--- config.mk ---
export PLATFORM = sky130hd
export DESIGN_NAME = mpc_hilo_ctrl
export DESIGN_NICKNAME = d
export VERILOG_FILES = /design/src/rtl/mpc_hilo_ctrl_pkg.sv /design/src/rtl/mpc_signed_mag.sv /design/src/rtl/mpc_hilo_ctrl.sv
export SDC_FILE = /design/constraint.sdc
export NUM_CORES = 1
export LEC_CHECK = 0
export BUFFER_PORTS_ARGS = -buffer_cell sky130_fd_sc_hd__buf_2
export CORE_AREA = 10 10 167 169
export DETAILED_ROUTE_END_ITERATION = 10
export DIE_AREA = 0 0 177 179
export PLACE_DENSITY = 0.83
export SETUP_SLACK_MARGIN = 0.3
export SLEW_MARGIN = 10
export SYNTH_ARGS = -nofsm -noshare
export SYNTH_HDL_FRONTEND = slang
export SYNTH_SLANG_ARGS = --single-unit
--- constraint.sdc ---
create_clock -name clk -period 6.29 [get_ports clk]
set_input_delay 0 -clock clk [delete_from_list [all_inputs] [get_ports clk]]
set_output_delay 0 -clock clk [all_outputs]
set_load 0.01 [all_outputs]
--- src/rtl/mpc_hilo_ctrl_pkg.sv ---
// mpc_hilo_ctrl_pkg: shared width, HI/LO opcode and FSM state constants.
package mpc_hilo_ctrl_pkg;
  localparam int HILO_DATA_WIDTH = 32;
  localparam logic [2:0] HILO_NOP   = 3'd0;
  localparam logic [2:0] HILO_MULT  = 3'd1;
  localparam logic [2:0] HILO_MULTU = 3'd2;
  localparam logic [2:0] HILO_MFHI  = 3'd3;
  localparam logic [2:0] HILO_MFLO  = 3'd4;
  localparam logic [2:0] HILO_MTHI  = 3'd5;
  localparam logic [2:0] HILO_MTLO  = 3'd6;
  localparam logic [1:0] S_IDLE   = 2'd0;
  localparam logic [1:0] S_LAUNCH = 2'd1;
  localparam logic [1:0] S_WAIT   = 2'd2;
  localparam logic [1:0] S_FIX    = 2'd3;
endpackage

--- src/rtl/mpc_signed_mag.sv ---
// mpc_signed_mag: splits an operand into unsigned magnitude and sign.
module mpc_signed_mag #(
  parameter int W = 32
) (
  input  logic [W-1:0] val_i,
  input  logic         signed_i,
  output logic [W-1:0] mag_o,
  output logic         neg_o
);
  // The most negative value negates to itself, which is its correct unsigned magnitude.
  assign neg_o = signed_i & val_i[W-1];
  assign mag_o = neg_o ? -val_i : val_i;
endmodule

--- src/rtl/mpc_hilo_ctrl.sv ---
// mpc_hilo_ctrl: HI/LO register controller fronting an unsigned variable-latency multiplier.
module mpc_hilo_ctrl
  import mpc_hilo_ctrl_pkg::*;
#(
  parameter int DATA_WIDTH = HILO_DATA_WIDTH
) (
  input  logic                    clk,
  input  logic                    reset,
  input  logic                    iCmdValid,
  input  logic [2:0]              iCmdOp,
  input  logic [DATA_WIDTH-1:0]   iRs,
  input  logic [DATA_WIDTH-1:0]   iRt,
  output logic                    oCmdReady,
  output logic                    oMulValid,
  output logic [DATA_WIDTH-1:0]   oMulA,
  output logic [DATA_WIDTH-1:0]   oMulB,
  input  logic [2*DATA_WIDTH-1:0] iMul,
  input  logic                    iMulReady,
  output logic                    oRdValid,
  output logic [DATA_WIDTH-1:0]   oRdData,
  output logic [DATA_WIDTH-1:0]   oHi,
  output logic [DATA_WIDTH-1:0]   oLo,
  output logic                    oBusy
);
  logic [1:0]              state_q, state_d;
  logic [DATA_WIDTH-1:0]   hi_q, hi_d, lo_q, lo_d, a_q, a_d, b_q, b_d, rd_q, rd_d;
  logic [2*DATA_WIDTH-1:0] prod_q, prod_d;
  logic                    neg_q, neg_d, rv_q, rv_d;
  logic [DATA_WIDTH-1:0]   mag_a, mag_b;
  logic                    neg_a, neg_b, is_signed;
  assign is_signed = iCmdOp == HILO_MULT;
  mpc_signed_mag #(.W(DATA_WIDTH)) u_mag_a (.val_i(iRs), .signed_i(is_signed), .mag_o(mag_a), .neg_o(neg_a));
  mpc_signed_mag #(.W(DATA_WIDTH)) u_mag_b (.val_i(iRt), .signed_i(is_signed), .mag_o(mag_b), .neg_o(neg_b));
  always_comb begin
    state_d = state_q;
    hi_d    = hi_q;
    lo_d    = lo_q;
    a_d     = a_q;
    b_d     = b_q;
    neg_d   = neg_q;
    prod_d  = prod_q;
    rd_d    = rd_q;
    rv_d    = 1'b0;
    case (state_q)
      S_IDLE: if (iCmdValid) begin
        if (iCmdOp == HILO_MULT || iCmdOp == HILO_MULTU) begin
          a_d     = mag_a;
          b_d     = mag_b;
          neg_d   = neg_a ^ neg_b;
          state_d = S_LAUNCH;
        end
        if (iCmdOp == HILO_MFHI || iCmdOp == HILO_MFLO) begin
          rv_d = 1'b1;
          rd_d = iCmdOp == HILO_MFHI ? hi_q : lo_q;
        end
        if (iCmdOp == HILO_MTHI) hi_d = iRs;
        if (iCmdOp == HILO_MTLO) lo_d = iRs;
      end
      S_LAUNCH: state_d = S_WAIT;
      // Ready pulses outside WAIT are stale and deliberately dropped.
      S_WAIT: if (iMulReady) begin
        prod_d  = iMul;
        state_d = S_FIX;
      end
      default: begin
        {hi_d, lo_d} = neg_q ? -prod_q : prod_q;
        state_d      = S_IDLE;
      end
    endcase
  end
  always_ff @(posedge clk or posedge reset) begin
    if (reset) begin
      state_q <= S_IDLE;
      hi_q    <= '0;
      lo_q    <= '0;
      a_q     <= '0;
      b_q     <= '0;
      neg_q   <= 1'b0;
      prod_q  <= '0;
      rd_q    <= '0;
      rv_q    <= 1'b0;
    end else begin
      state_q <= state_d;
      hi_q    <= hi_d;
      lo_q    <= lo_d;
      a_q     <= a_d;
      b_q     <= b_d;
      neg_q   <= neg_d;
      prod_q  <= prod_d;
      rd_q    <= rd_d;
      rv_q    <= rv_d;
    end
  end
  assign oCmdReady = state_q == S_IDLE;
  assign oMulValid = state_q == S_LAUNCH;
  assign oBusy     = state_q != S_IDLE;
  assign oMulA     = a_q;
  assign oMulB     = b_q;
  assign oRdValid  = rv_q;
  assign oRdData   = rd_q;
  assign oHi       = hi_q;
  assign oLo       = lo_q;
endmodule

==> results of run 1 <==
where the power goes:
group / switching, mW / leakage, nW / internal [mW]
Combinational: 2.37 / 4.10 / 1.50
Sequential: 0.803 / 2.73 / 2.24
Clock: 0.633 / 0.465 / 1.03
Total: 3.80 / 7.29 / 4.77
state kept, by name (all words and copies together), names as in the netlist:
signal / cells
oMulA: 32
oMulB: 32
state_q: 2
oHi: 32
oRdValid: 1
prod_q: 64
oLo: 32
neg_q: 1
oRdData: 32
per-layer routing:
metal	vias up	track usage, %	wire length [µm]
met5	-	0	0
met2	775	46.7	22300
li1	5217	-	-
met3	157	6.93	5240
met1	5796	35.7	17400
met4	0	11.2	2150
cell type report:
cell class | instances | area, µm² | share of cell area [%]
Sequential cell | 228 | 5710 | 35.4
Multi-Input combinational cell | 918 | 5930 | 36.8
Timing Repair Buffer | 457 | 3050 | 18.9
Inverter | 16 | 63.8 | 0.396
Clock inverter | 9 | 155 | 0.963
Antenna cell | 3 | 7.51 | 0.0466
Clock buffer | 37 | 783 | 4.86
Tap cell | 330 | 413 | 2.56
synthesized netlist by cell type, types with 3 or more instances:
library cell               number
sky130_fd_sc_hd__nor2_1       110
sky130_fd_sc_hd__a31oi_1        8
sky130_fd_sc_hd__nor3b_1        3
sky130_fd_sc_hd__nor3_1        22
sky130_fd_sc_hd__a221oi_1       8
sky130_fd_sc_hd__clkbuf_1      61
sky130_fd_sc_hd__nand3b_1       4
sky130_fd_sc_hd__nand4_1        8
sky130_fd_sc_hd__nand3_1       18
sky130_fd_sc_hd__o21ai_0      118
sky130_fd_sc_hd__buf_1          7
sky130_fd_sc_hd__nand4b_1       3
sky130_fd_sc_hd__o21ai_1        6
sky130_fd_sc_hd__dfrtp_1      228
sky130_fd_sc_hd__or3_1         12
sky130_fd_sc_hd__a21oi_1       70
sky130_fd_sc_hd__mux2_2        66
sky130_fd_sc_hd__o31ai_1       31
sky130_fd_sc_hd__inv_1         16
sky130_fd_sc_hd__ha_1           6
sky130_fd_sc_hd__xnor2_1       39
sky130_fd_sc_hd__nand2b_1       4
sky130_fd_sc_hd__or4_1         10
sky130_fd_sc_hd__nand2_1      168
sky130_fd_sc_hd__o221ai_1      14
sky130_fd_sc_hd__o41ai_1       16
sky130_fd_sc_hd__nor4_1        14
sky130_fd_sc_hd__xor2_1        79
sky130_fd_sc_hd__or4_4          3
sky130_fd_sc_hd__o22ai_1        5
sky130_fd_sc_hd__o41ai_2        3
sky130_fd_sc_hd__mux2i_1       38
sky130_fd_sc_hd__a211oi_1       3
final timing paths:
kind | cells after the start | startpoint | slack, ps | endpoint
max in group asynchronous | 6 | reset | 3750 | prod_q[31]
hold reg to reg | 2 | oMulA[0] | 480 | oMulA[0]
min in group asynchronous | 4 | reset | 550 | oRdData[0]
setup / recovery | 7 | state_q[0] | 2830 | oHi[19]
setup reg to reg | 7 | state_q[0] | 2830 | oHi[19]
hold / removal | 4 | iCmdOp[1] | 3 | neg_q
logic make-up after synthesis:
family / share of synthesized area, %
buffers and inverters: 2.73
XOR/XNOR: 8.67
AND/OR/NAND/NOR: 15.7
flip-flops: 47.8
adder cells (fa/ha/maj): 0.630
multiplexers: 9.42
AO/OA/AOI/OAI: 15.0
worst register-to-register path, delay by kind of cell, from the launching register on:
| family | cells | cell delay (ps) |
|---|---|---|
| compound gates | 1 | 40 |
| buf+inv | 2 | 1010 |
| simple gates | 3 | 1660 |
| fa+ha+maj | 1 | 220 |
| flops | 1 | 390 |
repair_timing:
item	in CTS	in global routing
hold endpoints to repair	191	0
hold buffers	146	0
buffers inserted	0	0
==> key figures, run 1 <==
Worst setup path
  – Nature of the critical path endpoint: flip-flop
  – Biggest cell delay along the critical path: 930 ps
  – Cell Chain, Critical Path: inv_1, ha_1, inv_1, nand2_1, or4_1, nand2_1, a211oi_1
  – Required time reported for the critical path endpoint: 6690 ps
  – Largest fanout of any net on the critical path: 41
  – Category of cells accounting for the largest share of critical-path delay: simple AND/OR/NAND/NOR gates
  – Data arrival time of the critical path: 3860 ps
  – CP max-delay cell: sky130_fd_sc_hd__inv_1
  – Startpoint kind of the worst setup timing path: flip-flop
  – Worst Path Class, Setup: flip-flop to flip-flop
  – Sum of buffers and inverters on the critical path: 2

Global routing
  – Global route overflow: 0
  – First-pass GRT wire length: 70,600 µm
  – Vias in the first global route: 11,698
  – Overall global routing resource usage: 28.5%
  – Maximum number of pins on one net before global-route repair: 123
  – Number of antenna violations at the first check in global routing: 3

Placed design
  – Hpwl dp: 31,600 µm
  – Number of port buffers: 298
  – Routability congestion estimate: 0.977
  – Cells after DPL: 1,803
  – Worst setup slack after placement: 2950 ps
  – Cell area reported after detailed placement: 13,700 µm²

Clock network
  – Clock transition at the registers of the reported paths: 60 ps
  – CTS Buffer Depth: 3
  – Insertion delay to the later sink of the worst-skew pair: 540 ps
  – Maximum level of the CTS H-tree: 1
  – CTS root buf: sky130_fd_sc_hd__clkbuf_16
  – Number of buffers created by CTS: 26
  – Number of clock sinks seen by CTS: 228
  – TritonCTS clock tree: yes
  – CTS resizes: 0

Logic synthesis
  – Number of warnings printed during yosys synthesis: 0
  – Sequential cell area fraction in the yosys report: 47.8%
  – Number of nets produced by synthesis: 1,373
  – Number of enable flip-flop cells after synthesis: 0
  – Share of synthesized registers carrying an async set or reset: 100%
  – #FFs+latches synth: 228
  – Syn_area_per_cell: 9.68 µm²
  – Number of distinct library cell variants in the gate-level netlist after synthesis: 56
  – Cell type with the largest total area after synthesis: sky130_fd_sc_hd__dfrtp_1
  – Area fraction of the dominant cell type after synthesis: 47.8%
  – Post-Syn Area: 11,900 µm²
  – Commonest register cell after synthesis: sky130_fd_sc_hd__dfrtp_1
  – Ranking of synthesized cells by area: sky130_fd_sc_hd__dfrtp_1 (48%), sky130_fd_sc_hd__mux2_2 (6.2%), sky130_fd_sc_hd__xor2_1 (5.8%), sky130_fd_sc_hd__nand2_1 (5.3%), sky130_fd_sc_hd__o21ai_0 (5.0%)
  – Cells after Synth: 1,232

Layout
  – Fillcell total: 1,834
  – Commonest cells after routing, fill and taps aside: sky130_fd_sc_hd__buf_2 (298), sky130_fd_sc_hd__dfrtp_1 (228), sky130_fd_sc_hd__nand2_1 (167), sky130_fd_sc_hd__dlygate4sd3_1 (146), sky130_fd_sc_hd__o21ai_0 (118)
  – Leading cell type in the layout, fill and taps excluded: sky130_fd_sc_hd__buf_2
  – Fraction of layout cells with a size suffix above 1: 26.7%
  – Total number of nets in the final design: 1,788
  – Final cell count without fillers: 1,998
  – Post-route design area: 16,100 µm²
  – Post-route core utilization: 65.1%
  – Area overhead of the layout relative to synthesis: 35.1%

STA
  – Setup TNS: 0 ps
  – Final setup violating endpoints: 0
  – Transition time at the pin with the least slew margin: 1290 ps
  – Period utilisation layout: 55.0%
  – Setup repair after global routing missed its margin: false
  – Largest clock skew in the final design: 16.9 ps
  – Highest Clock Rate: 0.289 GHz
  – Final Hold Slack: 2.70 ps
  – Max-slew violation count: 0
  – Worst setup slack after layout: 2830 ps
  – Post-layout min period: 3460 ps
  – Hold Violations, Final: 0
  – Worst-case headroom to the max-slew limit: 13.8%

Floorplanning
  – Die Span Y: 179 µm
  – DIE AREA: 31,700 µm²
  – Standard cell core area: 24,700 µm²
  – FP Rows: 58
  – Die width: 177 µm
  – I/O pin total: 299
  – Effective utilization at floorplan: 48.2%

Drt
  – Drt initial violations: 1,563
  – Post-detailed-route count of antenna-violating nets: 0
  – Post-detailed-routing wire length: 47,000 µm
  – Routed vias: 11,945
  – Vias per cell: 5.98
  – Drc violations: 0
  – 1st-pass router iterations: 7
  – Detail-routed net length per standard cell: 23.5 µm

Pwr
  – Leakage power: 7.29 nW
  – Peak ir drop on the vdd network: 302 µV
  – Post-route total power: 8.57 mW
  – Cell Pwr Density: 532 nW/µm²

Run
  – Number of max-cap violations: 0

Outcome
  – Status: finished, final reports clean

Worst hold path
  – Class of the tightest hold or removal check: primary input to flip-flop
Note: power is estimated with default switching activity, not from simulation.
==> run 2: changes to the inputs <==
--- a/config.mk
+++ b/config.mk
@@ -6,10 +6,10 @@
 export NUM_CORES = 1
 export LEC_CHECK = 0
 export BUFFER_PORTS_ARGS = -buffer_cell sky130_fd_sc_hd__buf_2
-export CORE_AREA = 10 10 167 169
+export CORE_AREA = 10 10 160 162
 export DETAILED_ROUTE_END_ITERATION = 10
-export DIE_AREA = 0 0 177 179
-export PLACE_DENSITY = 0.83
+export DIE_AREA = 0 0 170 172
+export PLACE_DENSITY = 0.86
 export SETUP_SLACK_MARGIN = 0.3
 export SLEW_MARGIN = 10
 export SYNTH_ARGS = -nofsm -noshare
==> constraint.sdc (replaced) <==
create_clock -name clk -period 3.2 [get_ports clk]
set_input_delay 0 -clock clk [delete_from_list [all_inputs] [get_ports clk]]
set_output_delay 0 -clock clk [all_outputs]
set_load 0.01 [all_outputs]
==> key figures, run 2 (synthesis gave the netlist of run 1 again) <==
Placed design
  – Number of port buffers: 298 (unchanged)
  – Routability congestion estimate: 1.00 (+2.7%)
  – Hpwl dp: 32,000 µm (+1.1%)
  – Cell area reported after detailed placement: 13,800 µm² (+0.76%)
  – Cells after DPL: 1,776 (-1.5%)

STA
  – Setup TNS: 0 ps (unchanged)
  – Setup repair after global routing missed its margin: true
  – Transition time at the pin with the least slew margin: 935 ps (-356 ps)
  – Final Hold Slack: 2.17 ps (-0.535 ps)
  – Hold Violations, Final: 0 (unchanged)
  – Largest clock skew in the final design: 38.4 ps (+21.5 ps)
  – Post-layout min period: 2960 ps
  – Max-slew violation count: 0 (unchanged)
  – Period utilisation layout: 92.4%
  – Worst-case headroom to the max-slew limit: 37.7% (+24 points)
  – Final setup violating endpoints: 0 (unchanged)
  – Highest Clock Rate: 0.338 GHz

Layout
  – Commonest cells after routing, fill and taps aside: sky130_fd_sc_hd__buf_2 (295), sky130_fd_sc_hd__dfrtp_1 (228), sky130_fd_sc_hd__nand2_1 (167), sky130_fd_sc_hd__dlygate4sd3_1 (144), sky130_fd_sc_hd__o21ai_0 (118)
  – Area overhead of the layout relative to synthesis: 36.3%
  – Fillcell total: 1,424 (-22%)
  – Post-route core utilization: 72.7% (+7.6 points)
  – Leading cell type in the layout, fill and taps excluded: sky130_fd_sc_hd__buf_2
  – Post-route design area: 16,300 µm² (+0.88%)
  – Fraction of layout cells with a size suffix above 1: 28.3% (+1.5 points)
  – Total number of nets in the final design: 1,808 (+1.1%)
  – Flip-flop count of the largest register after layout: 64 (unchanged)
  – Final cell count without fillers: 1,972 (-1.3%)
  – Register with the most flip-flops: prod_q

Worst setup path
  – Biggest cell delay along the critical path: 600 ps (-330 ps)
  – Startpoint kind of the worst setup timing path: primary input
  – Category of cells accounting for the largest share of critical-path delay: simple AND/OR/NAND/NOR gates
  – Nature of the critical path endpoint: flip-flop
  – Worst Path Class, Setup: primary input to flip-flop
  – Sum of buffers and inverters on the critical path: 4 (+2)
  – Cell Chain, Critical Path: dlygate4sd3_1, buf_4, or4_4, or4_4, nor4_4, buf_4, nand2_1, o21ai_1, xor2_1, dlygate4sd3_1, o21ai_1
  – CP max-delay cell: sky130_fd_sc_hd__or4_4
  – Data arrival time of the critical path: 3390 ps (-470 ps)
  – Largest fanout of any net on the critical path: 6 (-85%)
  – Required time reported for the critical path endpoint: 3630 ps (-3060 ps)

Floorplanning
  – Die Span Y: 172 µm (-3.9%)
  – FP Rows: 55 (-5.2%)
  – Die width: 170 µm (-4.0%)
  – I/O pin total: 299 (unchanged)
  – DIE AREA: 29,200 µm² (-7.7%)
  – Standard cell core area: 22,400 µm² (-9.6%)
  – Effective utilization at floorplan: 53.3% (+5.1 points)

Clock network
  – Clock transition at the registers of the reported paths: 70 ps (about the same)
  – TritonCTS clock tree: yes
  – CTS root buf: sky130_fd_sc_hd__clkbuf_16
  – Insertion delay to the later sink of the worst-skew pair: 560 ps (+20 ps)
  – CTS Buffer Depth: 3 (unchanged)
  – Maximum level of the CTS H-tree: 1 (unchanged)
  – Number of clock sinks seen by CTS: 228 (unchanged)
  – Number of buffers created by CTS: 25 (-3.8%)

Global routing
  – First-pass GRT wire length: 73,200 µm (+3.7%)
  – Vias in the first global route: 12,404 (+6.0%)
  – Maximum number of pins on one net before global-route repair: 85 (-31%)
  – Global route overflow: 0 (unchanged)
  – Number of antenna violations at the first check in global routing: 1 (-2)
  – Overall global routing resource usage: 32.2% (+3.6 points)

Drt
  – Drt initial violations: 1,773 (+13%)
  – Vias per cell: 6.36 (+6.4%)
  – Routed vias: 12,544 (+5.0%)
  – 1st-pass router iterations: 7 (unchanged)
  – Drc violations: 0 (unchanged)
  – Post-detailed-route count of antenna-violating nets: 0 (unchanged)
  – Post-detailed-routing wire length: 50,000 µm (+6.3%)
  – Detail-routed net length per standard cell: 25.4 µm (+7.7%)

Pwr
  – Leakage power: 7.40 nW (+1.6%)
  – Cell Pwr Density: 1050 nW/µm² (+97%)
  – Peak ir drop on the vdd network: 647 µV (+110%)

Run
  – Number of max-cap violations: 0 (unchanged)

Worst hold path
  – Class of the tightest hold or removal check: primary input to flip-flop

Outcome
  – Status: finished, final reports clean
==> run 2: where the power goes <==
group	leakage (nW)	internal (mW)	switching, mW
clock network	0.442	1.95	1.24
logic	4.24	3.04	4.87
registers	2.73	4.40	1.59
total	7.40	9.38	7.70
==> run 2: per-stage QoR <==
stage                     total power, mW  setup WS [ps]
final                                17.1            243
after global placement               12.9            452
after floorplan                      9.90            220
after CTS                            16.5            368
after detailed placement             13.1            446
after global routing                 17.8            202
==> run 2: cell type report <==
class                           instances  area, µm²  area share [%]
Multi-Input combinational cell        918       6000            36.9
Sequential cell                       228       5710            35.1
Timing Repair Buffer                  478       3240            19.9
Clock buffer                           33        706            4.34
Tap cell                              285        357            2.19
Clock inverter                         11        184            1.13
Inverter                               16       63.8           0.393
Antenna cell                            3       7.51          0.0462
==> run 2: worst paths after layout <==
path                             from          to  slack, ps  depth (start not counted)
max                           iRs[16]   oMulA[25]        240                         11
min                         iCmdOp[2]   oMulA[31]          2                          5
max reg2reg                prod_q[10]     oHi[31]        430                          7
min reg2reg                 oMulB[18]   oMulB[18]        480                          2
max in group asynchronous       reset  prod_q[62]       1550                          5
min in group asynchronous       reset  oRdData[4]        520                          4
==> run 2: worst min-delay path, stage by stage <==
cell and delay (ps):
sky130_fd_sc_hd__buf_2 130, sky130_fd_sc_hd__nor3_1 70, sky130_fd_sc_hd__buf_4 160, sky130_fd_sc_hd__nand3_1 90, sky130_fd_sc_hd__nand2_1 50
==> run 2: repair_timing <==
| action | 4_1_cts | 5_1_grt |
|---|---|---|
| hold buffers | 145 | 0 |
| gates resized for setup | 0 | 17 |
| hold endpoints to repair | 408 | 0 |
| buffers inserted | 0 | 5 |
| setup endpoints to repair | 0 | 19 |
==> run 2: per-layer routing <==
layer | vias to the layer above | routed length (µm) | global-route usage, %
li1 | 5253 | - | -
met1 | 6004 | 17700 | 38.3
met2 | 991 | 23300 | 52.2
met3 | 296 | 5500 | 8.07
met4 | 0 | 3500 | 18.5
met5 | - | 0 | 0
